## config.mk

```make
export PLATFORM = sky130hd
export DESIGN_NAME = wishbone_arbiter_flat
export DESIGN_NICKNAME = d
export VERILOG_FILES = /design/src/rtl/wishbone_arbiter_if.sv /design/src/rtl/wishbone_arbiter.sv /design/src/flat_wrapper.sv
export SDC_FILE = /design/constraint.sdc
export NUM_CORES = 1
export LEC_CHECK = 0
export ABC_AREA = 0
export CAP_MARGIN = 20
export CORE_AREA = 2 2 125 127
export CTS_CLUSTER_DIAMETER = 60
export DETAILED_ROUTE_END_ITERATION = 6
export DIE_AREA = 0 0 127 129
export PLACE_DENSITY_LB_ADDON = 0.25
export REMOVE_ABC_BUFFERS = 1
export SLEW_MARGIN = 20
export SYNTH_ARGS = -nofsm -noshare
export SYNTH_HDL_FRONTEND = slang
export SYNTH_SLANG_ARGS = --single-unit
```

## constraint.sdc

```tcl
create_clock -name clk -period 1.59 [get_ports clk]
set_input_delay 0.318 -clock clk [delete_from_list [all_inputs] [get_ports clk]]
set_output_delay 0.318 -clock clk [all_outputs]
set_load 0.05 [all_outputs]
```

## src/rtl/wishbone_arbiter_if.sv

```systemverilog
// Wishbone bus bundle for the Argon two-master arbiter.
// The master modport is held by a bus initiator and the slave modport by the responder.
`timescale 1ns/1ps
interface wishbone_arbiter_if #(
    parameter int ADDR_WIDTH = 32,
    parameter int DATA_WIDTH = 32
);
    logic                    cyc;
    logic                    stb;
    logic                    we;
    logic [ADDR_WIDTH-1:0]   adr;
    logic [DATA_WIDTH-1:0]   dat_w;
    logic [DATA_WIDTH/8-1:0] sel;
    logic [DATA_WIDTH-1:0]   dat_r;
    logic                    ack;
    logic                    err;

    // A request (cyc/stb with its payload) is held until ack or err terminates it.
    modport master (output cyc, stb, we, adr, dat_w, sel, input dat_r, ack, err);
    modport slave  (input cyc, stb, we, adr, dat_w, sel, output dat_r, ack, err);
endinterface

```

## src/rtl/wishbone_arbiter.sv

```systemverilog
// Round-robin arbiter that lets the fetch master (m0) and the LSU master (m1) share one slave port.
// Define ARGON_ARB_TIMEOUT_EN to add a watchdog that aborts transfers the slave never acknowledges.
`timescale 1ns/1ps
module wishbone_arbiter #(
    parameter int ADDR_WIDTH     = 32,
    parameter int DATA_WIDTH     = 32,
    parameter int TIMEOUT_CYCLES = 255
) (
    input  logic                 clk,
    input  logic                 reset,
    wishbone_arbiter_if.slave    m0,
    wishbone_arbiter_if.slave    m1,
    wishbone_arbiter_if.master   s,
    output logic [1:0]           o_grant
);
    localparam int SEL_WIDTH = DATA_WIDTH / 8;

    typedef enum logic [1:0] {
        IDLE   = 2'd0,
        GNT_M0 = 2'd1,
        GNT_M1 = 2'd2
    } state_t;

    state_t                r_state;
    logic                  r_last;
    logic [1:0]            r_grant;
    logic                  w_timeout;
    logic                  w_pick_m1;
    logic                  w_cyc;
    logic                  w_stb;
    logic                  w_we;
    logic [ADDR_WIDTH-1:0] w_adr;
    logic [DATA_WIDTH-1:0] w_dat_w;
    logic [SEL_WIDTH-1:0]  w_sel;

`ifdef ARGON_ARB_TIMEOUT_EN
    localparam int CNT_W = $clog2(TIMEOUT_CYCLES + 1);
    localparam logic [CNT_W-1:0] CNT_LAST = CNT_W'(TIMEOUT_CYCLES - 1);

    logic [CNT_W-1:0] r_cnt;
    logic             w_stall;
    logic             w_leave;

    always_comb begin
        w_stall = 1'b0;
        w_leave = 1'b0;
        case (r_state)
            GNT_M0: begin
                w_stall = m0.stb & ~s.ack & ~s.err;
                w_leave = ~m0.cyc;
            end
            GNT_M1: begin
                w_stall = m1.stb & ~s.ack & ~s.err;
                w_leave = ~m1.cyc;
            end
            default: ;
        endcase
    end

    // The last stalled cycle itself raises the error, so compare against one less than the limit.
    assign w_timeout = w_stall & (r_cnt == CNT_LAST);

    always_ff @(posedge clk or posedge reset) begin
        if (reset) begin
            r_cnt <= '0;
        end else if (w_stall && !w_timeout && !w_leave) begin
            r_cnt <= r_cnt + 1'b1;
        end else begin
            r_cnt <= '0;
        end
    end
`else
    // Watchdog compiled out: never fires.
    assign w_timeout = (TIMEOUT_CYCLES < 0);
`endif

    // On a tie the master that did not own the bus last wins.
    assign w_pick_m1 = m1.cyc & (~m0.cyc | ~r_last);

    always_ff @(posedge clk or posedge reset) begin
        if (reset) begin
            r_state <= IDLE;
            r_last  <= 1'b0;
            r_grant <= 2'b00;
        end else begin
            case (r_state)
                IDLE: begin
                    if (w_pick_m1) begin
                        r_state <= GNT_M1;
                        r_last  <= 1'b1;
                        r_grant <= 2'b10;
                    end else if (m0.cyc) begin
                        r_state <= GNT_M0;
                        r_last  <= 1'b0;
                        r_grant <= 2'b01;
                    end
                end
                GNT_M0: begin
                    if (w_timeout) begin
                        r_state <= IDLE;
                        r_grant <= 2'b00;
                    end else if (!m0.cyc) begin
                        if (m1.cyc) begin
                            r_state <= GNT_M1;
                            r_last  <= 1'b1;
                            r_grant <= 2'b10;
                        end else begin
                            r_state <= IDLE;
                            r_grant <= 2'b00;
                        end
                    end
                end
                GNT_M1: begin
                    if (w_timeout) begin
                        r_state <= IDLE;
                        r_grant <= 2'b00;
                    end else if (!m1.cyc) begin
                        if (m0.cyc) begin
                            r_state <= GNT_M0;
                            r_last  <= 1'b0;
                            r_grant <= 2'b01;
                        end else begin
                            r_state <= IDLE;
                            r_grant <= 2'b00;
                        end
                    end
                end
                default: begin
                    r_state <= IDLE;
                    r_grant <= 2'b00;
                end
            endcase
        end
    end

    assign o_grant = r_grant;

    always_comb begin
        w_cyc   = 1'b0;
        w_stb   = 1'b0;
        w_we    = 1'b0;
        w_adr   = '0;
        w_dat_w = '0;
        w_sel   = '0;
        case (r_state)
            GNT_M0: begin
                w_cyc   = m0.cyc;
                w_stb   = m0.stb;
                w_we    = m0.we;
                w_adr   = m0.adr;
                w_dat_w = m0.dat_w;
                w_sel   = m0.sel;
            end
            GNT_M1: begin
                w_cyc   = m1.cyc;
                w_stb   = m1.stb;
                w_we    = m1.we;
                w_adr   = m1.adr;
                w_dat_w = m1.dat_w;
                w_sel   = m1.sel;
            end
            default: ;
        endcase
        if (w_timeout) begin
            w_cyc = 1'b0;
            w_stb = 1'b0;
        end
    end

    assign s.cyc   = w_cyc;
    assign s.stb   = w_stb;
    assign s.we    = w_we;
    assign s.adr   = w_adr;
    assign s.dat_w = w_dat_w;
    assign s.sel   = w_sel;

    assign m0.dat_r = s.dat_r;
    assign m1.dat_r = s.dat_r;
    assign m0.ack   = (r_state == GNT_M0) & s.ack;
    assign m1.ack   = (r_state == GNT_M1) & s.ack;
    assign m0.err   = (r_state == GNT_M0) & (s.err | w_timeout);
    assign m1.err   = (r_state == GNT_M1) & (s.err | w_timeout);
endmodule

```

## src/flat_wrapper.sv

```systemverilog
// flat-port wrapper written by rule: the top's interface ports become plain ports
module wishbone_arbiter_flat 
#(
    parameter int ADDR_WIDTH     = 32,
    parameter int DATA_WIDTH     = 32,
    parameter int TIMEOUT_CYCLES = 255
)
  (clk, reset, o_grant, m0_cyc, m0_stb, m0_we, m0_adr, m0_dat_w, m0_sel, m0_dat_r, m0_ack, m0_err, m1_cyc, m1_stb, m1_we, m1_adr, m1_dat_w, m1_sel, m1_dat_r, m1_ack, m1_err, s_cyc, s_stb, s_we, s_adr, s_dat_w, s_sel, s_dat_r, s_ack, s_err);
  wishbone_arbiter_if #(.ADDR_WIDTH(ADDR_WIDTH), .DATA_WIDTH(DATA_WIDTH)) m0_i ();
  wishbone_arbiter_if #(.ADDR_WIDTH(ADDR_WIDTH), .DATA_WIDTH(DATA_WIDTH)) m1_i ();
  wishbone_arbiter_if #(.ADDR_WIDTH(ADDR_WIDTH), .DATA_WIDTH(DATA_WIDTH)) s_i ();
  input  logic clk;
  input  logic reset;
  output logic [1:0] o_grant;
  input wire logic [$bits(m0_i.cyc)-1:0] m0_cyc;
  input wire logic [$bits(m0_i.stb)-1:0] m0_stb;
  input wire logic [$bits(m0_i.we)-1:0] m0_we;
  input wire logic [$bits(m0_i.adr)-1:0] m0_adr;
  input wire logic [$bits(m0_i.dat_w)-1:0] m0_dat_w;
  input wire logic [$bits(m0_i.sel)-1:0] m0_sel;
  output wire logic [$bits(m0_i.dat_r)-1:0] m0_dat_r;
  output wire logic [$bits(m0_i.ack)-1:0] m0_ack;
  output wire logic [$bits(m0_i.err)-1:0] m0_err;
  input wire logic [$bits(m1_i.cyc)-1:0] m1_cyc;
  input wire logic [$bits(m1_i.stb)-1:0] m1_stb;
  input wire logic [$bits(m1_i.we)-1:0] m1_we;
  input wire logic [$bits(m1_i.adr)-1:0] m1_adr;
  input wire logic [$bits(m1_i.dat_w)-1:0] m1_dat_w;
  input wire logic [$bits(m1_i.sel)-1:0] m1_sel;
  output wire logic [$bits(m1_i.dat_r)-1:0] m1_dat_r;
  output wire logic [$bits(m1_i.ack)-1:0] m1_ack;
  output wire logic [$bits(m1_i.err)-1:0] m1_err;
  output wire logic [$bits(s_i.cyc)-1:0] s_cyc;
  output wire logic [$bits(s_i.stb)-1:0] s_stb;
  output wire logic [$bits(s_i.we)-1:0] s_we;
  output wire logic [$bits(s_i.adr)-1:0] s_adr;
  output wire logic [$bits(s_i.dat_w)-1:0] s_dat_w;
  output wire logic [$bits(s_i.sel)-1:0] s_sel;
  input wire logic [$bits(s_i.dat_r)-1:0] s_dat_r;
  input wire logic [$bits(s_i.ack)-1:0] s_ack;
  input wire logic [$bits(s_i.err)-1:0] s_err;
  assign m0_i.cyc = m0_cyc;
  assign m0_i.stb = m0_stb;
  assign m0_i.we = m0_we;
  assign m0_i.adr = m0_adr;
  assign m0_i.dat_w = m0_dat_w;
  assign m0_i.sel = m0_sel;
  assign m0_dat_r = m0_i.dat_r;
  assign m0_ack = m0_i.ack;
  assign m0_err = m0_i.err;
  assign m1_i.cyc = m1_cyc;
  assign m1_i.stb = m1_stb;
  assign m1_i.we = m1_we;
  assign m1_i.adr = m1_adr;
  assign m1_i.dat_w = m1_dat_w;
  assign m1_i.sel = m1_sel;
  assign m1_dat_r = m1_i.dat_r;
  assign m1_ack = m1_i.ack;
  assign m1_err = m1_i.err;
  assign s_cyc = s_i.cyc;
  assign s_stb = s_i.stb;
  assign s_we = s_i.we;
  assign s_adr = s_i.adr;
  assign s_dat_w = s_i.dat_w;
  assign s_sel = s_i.sel;
  assign s_i.dat_r = s_dat_r;
  assign s_i.ack = s_ack;
  assign s_i.err = s_err;
  wishbone_arbiter #(.ADDR_WIDTH(ADDR_WIDTH), .DATA_WIDTH(DATA_WIDTH), .TIMEOUT_CYCLES(TIMEOUT_CYCLES)) u_core (.clk(clk), .reset(reset), .m0(m0_i), .m1(m1_i), .s(s_i), .o_grant(o_grant));
endmodule
```

==> impl_metrics.ini, run 1 <==
[placement]
place_ws_ns = -0.2750
dpl_cell_area_um2 = 4679
gp_congestion = 0.8789
portBuffers = 222
hpwl_um = 11190

[synth]
synth_ff_type = dfrtp_1
synth_cells = 263
yosys.area_share.simple = 0.2751
synth_top_family_by_area = compound AO/OA/AOI/OAI gates
syn-cell-area_um2 = 1847
ys_ff_latch = 3
synth_top_area_frac = 0.2846
yosys_warnings = 0
yosysTopAreaCell = a22oi_1
yosys-top-cells-area = a22oi_1, buf_4, nor2b_1
synth_compound_area_frac = 0.3286
synth_most_common_cell = nor2b_1
avgSynthCellArea_um2 = 7.022
ys_top_cells_by_count = nor2b_1, a22oi_1, buf_4
synth_edf_count = 0
muxShareOfSynthArea = 0
synth_adder_area_share = 0.03388
synthArstFlopShare = 1.000
ys_types = 21
synth-seq-area-share = 0.04065
synth-xor-area-share = 0

[detailed_routing]
drt-initial-drc-count = 81
vias = 2787
drtAntennaViolNets = 0
drc = 0
vias_per_cell = 4.481
totalWireLength_um = 15960
drtPass1Iterations = 3
wl_per_cell_um = 25.66

[clocking]
clockRootBuffer = clkbuf_16
cts_buffer_depth = 2
clock_sinks = 3
cts.htree.levels = 1
clkTransAtPathRegs_ns = 0.03
numCtsBuffers = 3
cts_hold_buffers = 0
insertion_delay_ns = 0.23
cts_tree = yes

[timing]
worst_pin_slew_ns = 0.4413
slew_violations = 0
relSlewSlack = 0.7052
finalHoldViolCount = 0
fin_worst_skew_ns = 0.001693
rsz0062_at_grt = true
fmax_mhz = 493.8
fin_crit_ns = 2.025
setup_viol = 77
layout_worst_path_cycle_share = 1.274
layout_setup_ws_ns = -0.4350

[outcome]
violations = setup timing
outcome = complete, but fails checks

[floorplanning]
die_h_um = 129
coreArea_um2 = 14980
ios = 319
initial_core_util = 0.1233
die_width_um = 127
fp.dieArea_um2 = 16380
num_rows = 45

[worst_hold_path]
min_path_type = in -> async

[power_and_ir_drop]
leakagePower_nw = 2.034
p_per_area_nw_per_um2 = 1900
vdd_ir_drop_max_mv = 0.9243

[critical_path]
r2r_setup_slack_ns = -0.24
worst-setup-path-type = reg -> out
crit_path_start = u_core.r_state[1]$_DFFE_PP0P_
path_max_fanout = 10
start_kind = flop
end_kind = output pin
r2r-start = u_core.r_state[1]$_DFFE_PP0P_
cp.required_ns = 1.27
arrival_ns = 1.71

[global_routing]
grt_overflow_total = 0
grt_pass1_wl_um = 19660
grt_pass1_vias = 2717
grt_usage = 0.1641
antenna_found_initial = 0
grt_max_degree = 37

[final_layout]
finalNetCount = 618
syn_to_final_growth_pct = 214.4
num_antenna_cells = 0
layout-drive-gt1-share = 0.5922
final_area_um2 = 5807

[job]
maxCapViolCount = 0
[state kept, by name, indices dropped and copies added, names as in the netlist]
| register | cells |
|---|---|
| u_core.r_state | 2 |
| u_core.r_last | 1 |
[what timing repair did]
item	in CTS	in global routing
endpoints found under the setup margin	76	78
resized for setup	112	67
pin swaps	5	8
cloned	3	10
setup buffers	3	6
[metal layers]
metal | up-vias | global-route usage | routed length, um
met5 | - | 0.08529 | 192
met3 | 12 | 0.1588 | 3007
li1 | 1211 | - | -
met4 | 4 | 0.01551 | 114
met1 | 1312 | 0.1663 | 5367
met2 | 248 | 0.2464 | 7279
[path summary, 6_finish.rpt]
check,endpoint,depth (start not counted)
min in group clk,u_core.r_last$_DFFE_PP0P_,1
worst min register to register,u_core.r_last$_DFFE_PP0P_,1
worst max register to register,u_core.r_last$_DFFE_PP0P_,7
max in group asynchronous,u_core.r_state[0]$_DFFE_PP0P_,2
worst min-delay path,u_core.r_last$_DFFE_PP0P_,2
worst max-delay path,s_dat_w[18],7
[cell type report]
class                      count  area, um2
tap                          188      235.2
sequential                     3      76.32
inverter                       5      21.27
fill                        1454       9170
clock buffer                   4      78.83
multi-input combinational    167       1838
timing repair buffer         255       3557
[logic make-up after synthesis]
| kind of cell | Yosys count |
|---|---|
| buffers and inverters | 93 |
| AOI/OAI and AO/OA | 81 |
| and+or+nand+nor | 81 |
| adders and majority gates | 5 |
| DFF | 3 |
[metrics by stage]
stage | instances | hold slack, ns | total power, mW | util | setup TNS [ns]
after detailed placement | 598 | 0.5087 | 8.036 | 0.3124 | -15.86
final | 622 | 0.2695 | 11.03 | 0.3877 | -28.02
after global routing | 622 | 0.3087 | 11.49 | 0.3877 | -31.95
after CTS | 608 | 0.2698 | 9.745 | 0.3490 | -27.76
after floorplan | 175 | 0.07164 | 4.016 | - | -134.15
after global placement | 598 | 0.5078 | 7.980 | 0.3124 | -13.55
[power by group]
group          total, mW  switching, mW  leakage (nW)  internal (mW)
Combinational       10.5           5.08          1.96           5.38
Sequential         0.160         0.0464        0.0368          0.113
Clock              0.412         0.0799        0.0382          0.332
[critical path: stages (launching register included)]
cell and delay (ns):
dfrtp_1 0.41, buf_6 0.14, ha_4 0.16, buf_12 0.13, clkbuf_16 0.18, a22oi_2 0.22, nor2b_2 0.08, buf_12 0.15
[placed cells by master, fill, tap and decap left out, drive strengths merged]
cell / instances
o21ai: 3
clkdlybuf4s50: 145
dfrtp: 3
buf: 103
o41ai: 2
or4: 1
ha: 5
and2: 5
inv: 5
nand2b: 2
a21oi: 3
nor2b: 71
a22o: 1
nand2: 1
a22oi: 70
o221ai: 1
o31ai: 1
nor3b: 1
clkbuf: 11
(Power assumes the default switching activity.)
==> inputs of run 2 (changes only) <==
--- a/config.mk
+++ b/config.mk
@@ -12,6 +12,7 @@
 export DETAILED_ROUTE_END_ITERATION = 6
 export DIE_AREA = 0 0 127 129
 export PLACE_DENSITY_LB_ADDON = 0.25
+export RECOVER_POWER = 100
 export REMOVE_ABC_BUFFERS = 1
 export SLEW_MARGIN = 20
 export SYNTH_ARGS = -nofsm -noshare
==> impl_metrics.ini, run 2 (synthesis gave the netlist of run 1 again) <==
[final_layout]
multi_input_area_um2 = 1838
final_common_cell = clkdlybuf4s50_1
num_antenna_cells = 0
top_regs = u_core.r_state: 2 flops, u_core.r_last: 1 flops
seq_area_um2 = 76.32
fillCellCount = 1454
largest_register = u_core.r_state
syn_to_final_growth_pct = 214.4
finalNetCount = 618
layout-drive-gt1-share = 0.5922
layout_common_cells = clkdlybuf4s50_1, buf_12, a22oi_2
largest_reg_flops = 2

[timing]
setup_tns_ns = -28.02
relSlewSlack = 0.7052
fin_crit_ns = 2.025
finalHoldViolCount = 0
fin_worst_skew_ns = 0.001693
fmax_mhz = 493.8
slew_violations = 0
setup_viol = 77
layout_worst_path_cycle_share = 1.274
layout_setup_ws_ns = -0.4350
worst_pin_slew_ns = 0.4413
rsz0062_at_grt = true

[critical_path]
critPathSlowestCell = dfrtp_1
path_max_fanout = 10
critPathMaxStageDelay_ns = 0.41
critPathMostFrequentCell = buf_12
worstReg2RegEnd = u_core.r_last$_DFFE_PP0P_
end_kind = output pin
r2r_setup_slack_ns = -0.24
r2r-start = u_core.r_state[1]$_DFFE_PP0P_
r2r_cells = 7
crit_chain = buf_6 -> ha_4 -> buf_12 -> clkbuf_16 -> a22oi_2 -> nor2b_2 -> buf_12
start_kind = flop
cp.required_ns = 1.27
worst-setup-path-type = reg -> out
arrival_ns = 1.71

[clocking]
numCtsBuffers = 3
cts_buffer_depth = 2
clock_sinks = 3
clockRootBuffer = clkbuf_16
cts.htree.levels = 1
clkTransAtPathRegs_ns = 0.03
cts_hold_buffers = 0
cts_tree = yes
insertion_delay_ns = 0.23

[global_routing]
grt_usage = 0.1641
grt_overflow_total = 0
grt_pass1_wl_um = 19660
antenna_found_initial = 0
grt_max_degree = 37
grt_pass1_vias = 2717

[power_and_ir_drop]
p_per_area_nw_per_um2 = 1900
pwr-share-clk = 0.037
switching_power_mw = 5.203
leakagePower_nw = 2.034
p_int_mw = 5.829
power.total_mw = 11.03
switching_share = 0.4717
power.share.combinational = 0.948
vdd_ir_drop_max_mv = 0.9243
seq_power_share = 0.014

[detailed_routing]
totalWireLength_um = 15960
drc = 0
vias_per_cell = 4.481
vias = 2787
drt-initial-drc-count = 81
drtPass1Iterations = 3
wl_per_cell_um = 25.66
drtAntennaViolNets = 0

[floorplanning]
coreArea_um2 = 14980
num_rows = 45
die_h_um = 129
initial_core_util = 0.1233
ios = 319
fp.dieArea_um2 = 16380
die_width_um = 127

[job]
maxCapViolCount = 0

[outcome]
violations = setup timing
outcome = complete, but fails checks

[worst_hold_path]
min_path_type = in -> async

[placement]
gp_congestion = 0.8789
hpwl_um = 11190
portBuffers = 222
run 2: cell count changes in the layout (fill, tap and decap cells not counted):
cell and change:
dlygate4sd3_1 +1, clkdlybuf4s50_1 -1
run 2: worst max-delay path by stage:
stage / from / end / slack [ns] / cells past startpoint
after CTS: u_core.r_state[0]$_DFFE_PP0P_ / s_dat_w[25] / -0.40 / 5
after global placement: u_core.r_state[0]$_DFFE_PP0P_ / s_dat_w[18] / -0.24 / 6
after global routing: u_core.r_state[1]$_DFFE_PP0P_ / s_dat_w[24] / -0.46 / 7
after floorplan: u_core.r_state[0]$_DFFE_PP0P_ / s_dat_w[14] / -1.88 / 3
after detailed placement: u_core.r_state[0]$_DFFE_PP0P_ / s_dat_w[7] / -0.28 / 6
final: u_core.r_state[1]$_DFFE_PP0P_ / s_dat_w[18] / -0.43 / 7
run 2: cell type report:
type                            instances  share of cell area
Clock buffer                            4             0.01357
Inverter                                5            0.003663
Multi-Input combinational cell        167              0.3165
Sequential cell                         3             0.01314
Tap cell                              188             0.04051
Timing Repair Buffer                  255              0.6126
run 2: power groups by stage:
stage,clock [mW],combinational (mW),sequential (mW)
2_1_floorplan,0,3.80,0.217
4_1_cts,0.414,9.18,0.150
6_report,0.412,10.5,0.160
3_3_place_gp,0,7.84,0.138
3_5_place_dp,0,7.89,0.144
5_1_grt,0.422,10.9,0.166
run 2: worst max-delay path, delay by kind of cell, from the launching register on:
family	cells	cell delay, ns
adder cells (fa/ha/maj)	1	0.16
AND/OR/NAND/NOR	1	0.08
AO/OA/AOI/OAI	1	0.22
buffers and inverters	4	0.60
flip-flops	1	0.41
run 2: metal layers:
layer	global-route usage	wire length (um)	up-vias
met2	0.2464	7279	248
met3	0.1588	3009	12
met5	0.08529	192	-
met1	0.1663	5365	1312
li1	-	-	1211
met4	0.01551	114	4
run 2: metrics by stage:
stage / util / setup WS, ns / std cells / hold slack (ns) / cell area (um2)
global placement: 0.3124 / -0.2408 / 598 / 0.5078 / 4679
global route: 0.3877 / -0.4646 / 622 / 0.4425 / 5807
floorplan: - / -1.877 / 175 / 0.07164 / 1271
detailed placement: 0.3124 / -0.2750 / 598 / 0.5087 / 4679
CTS: 0.3490 / -0.3965 / 608 / 0.2698 / 5226
finish: 0.3877 / -0.4350 / 622 / 0.4070 / 5807
run 2: repair_timing:
item / in CTS / in global routing
pin swaps: 5 / 8
gates cloned: 3 / 10
buffers inserted: 3 / 6
resized for setup: 112 / 67
endpoints found under the setup margin: 76 / 78
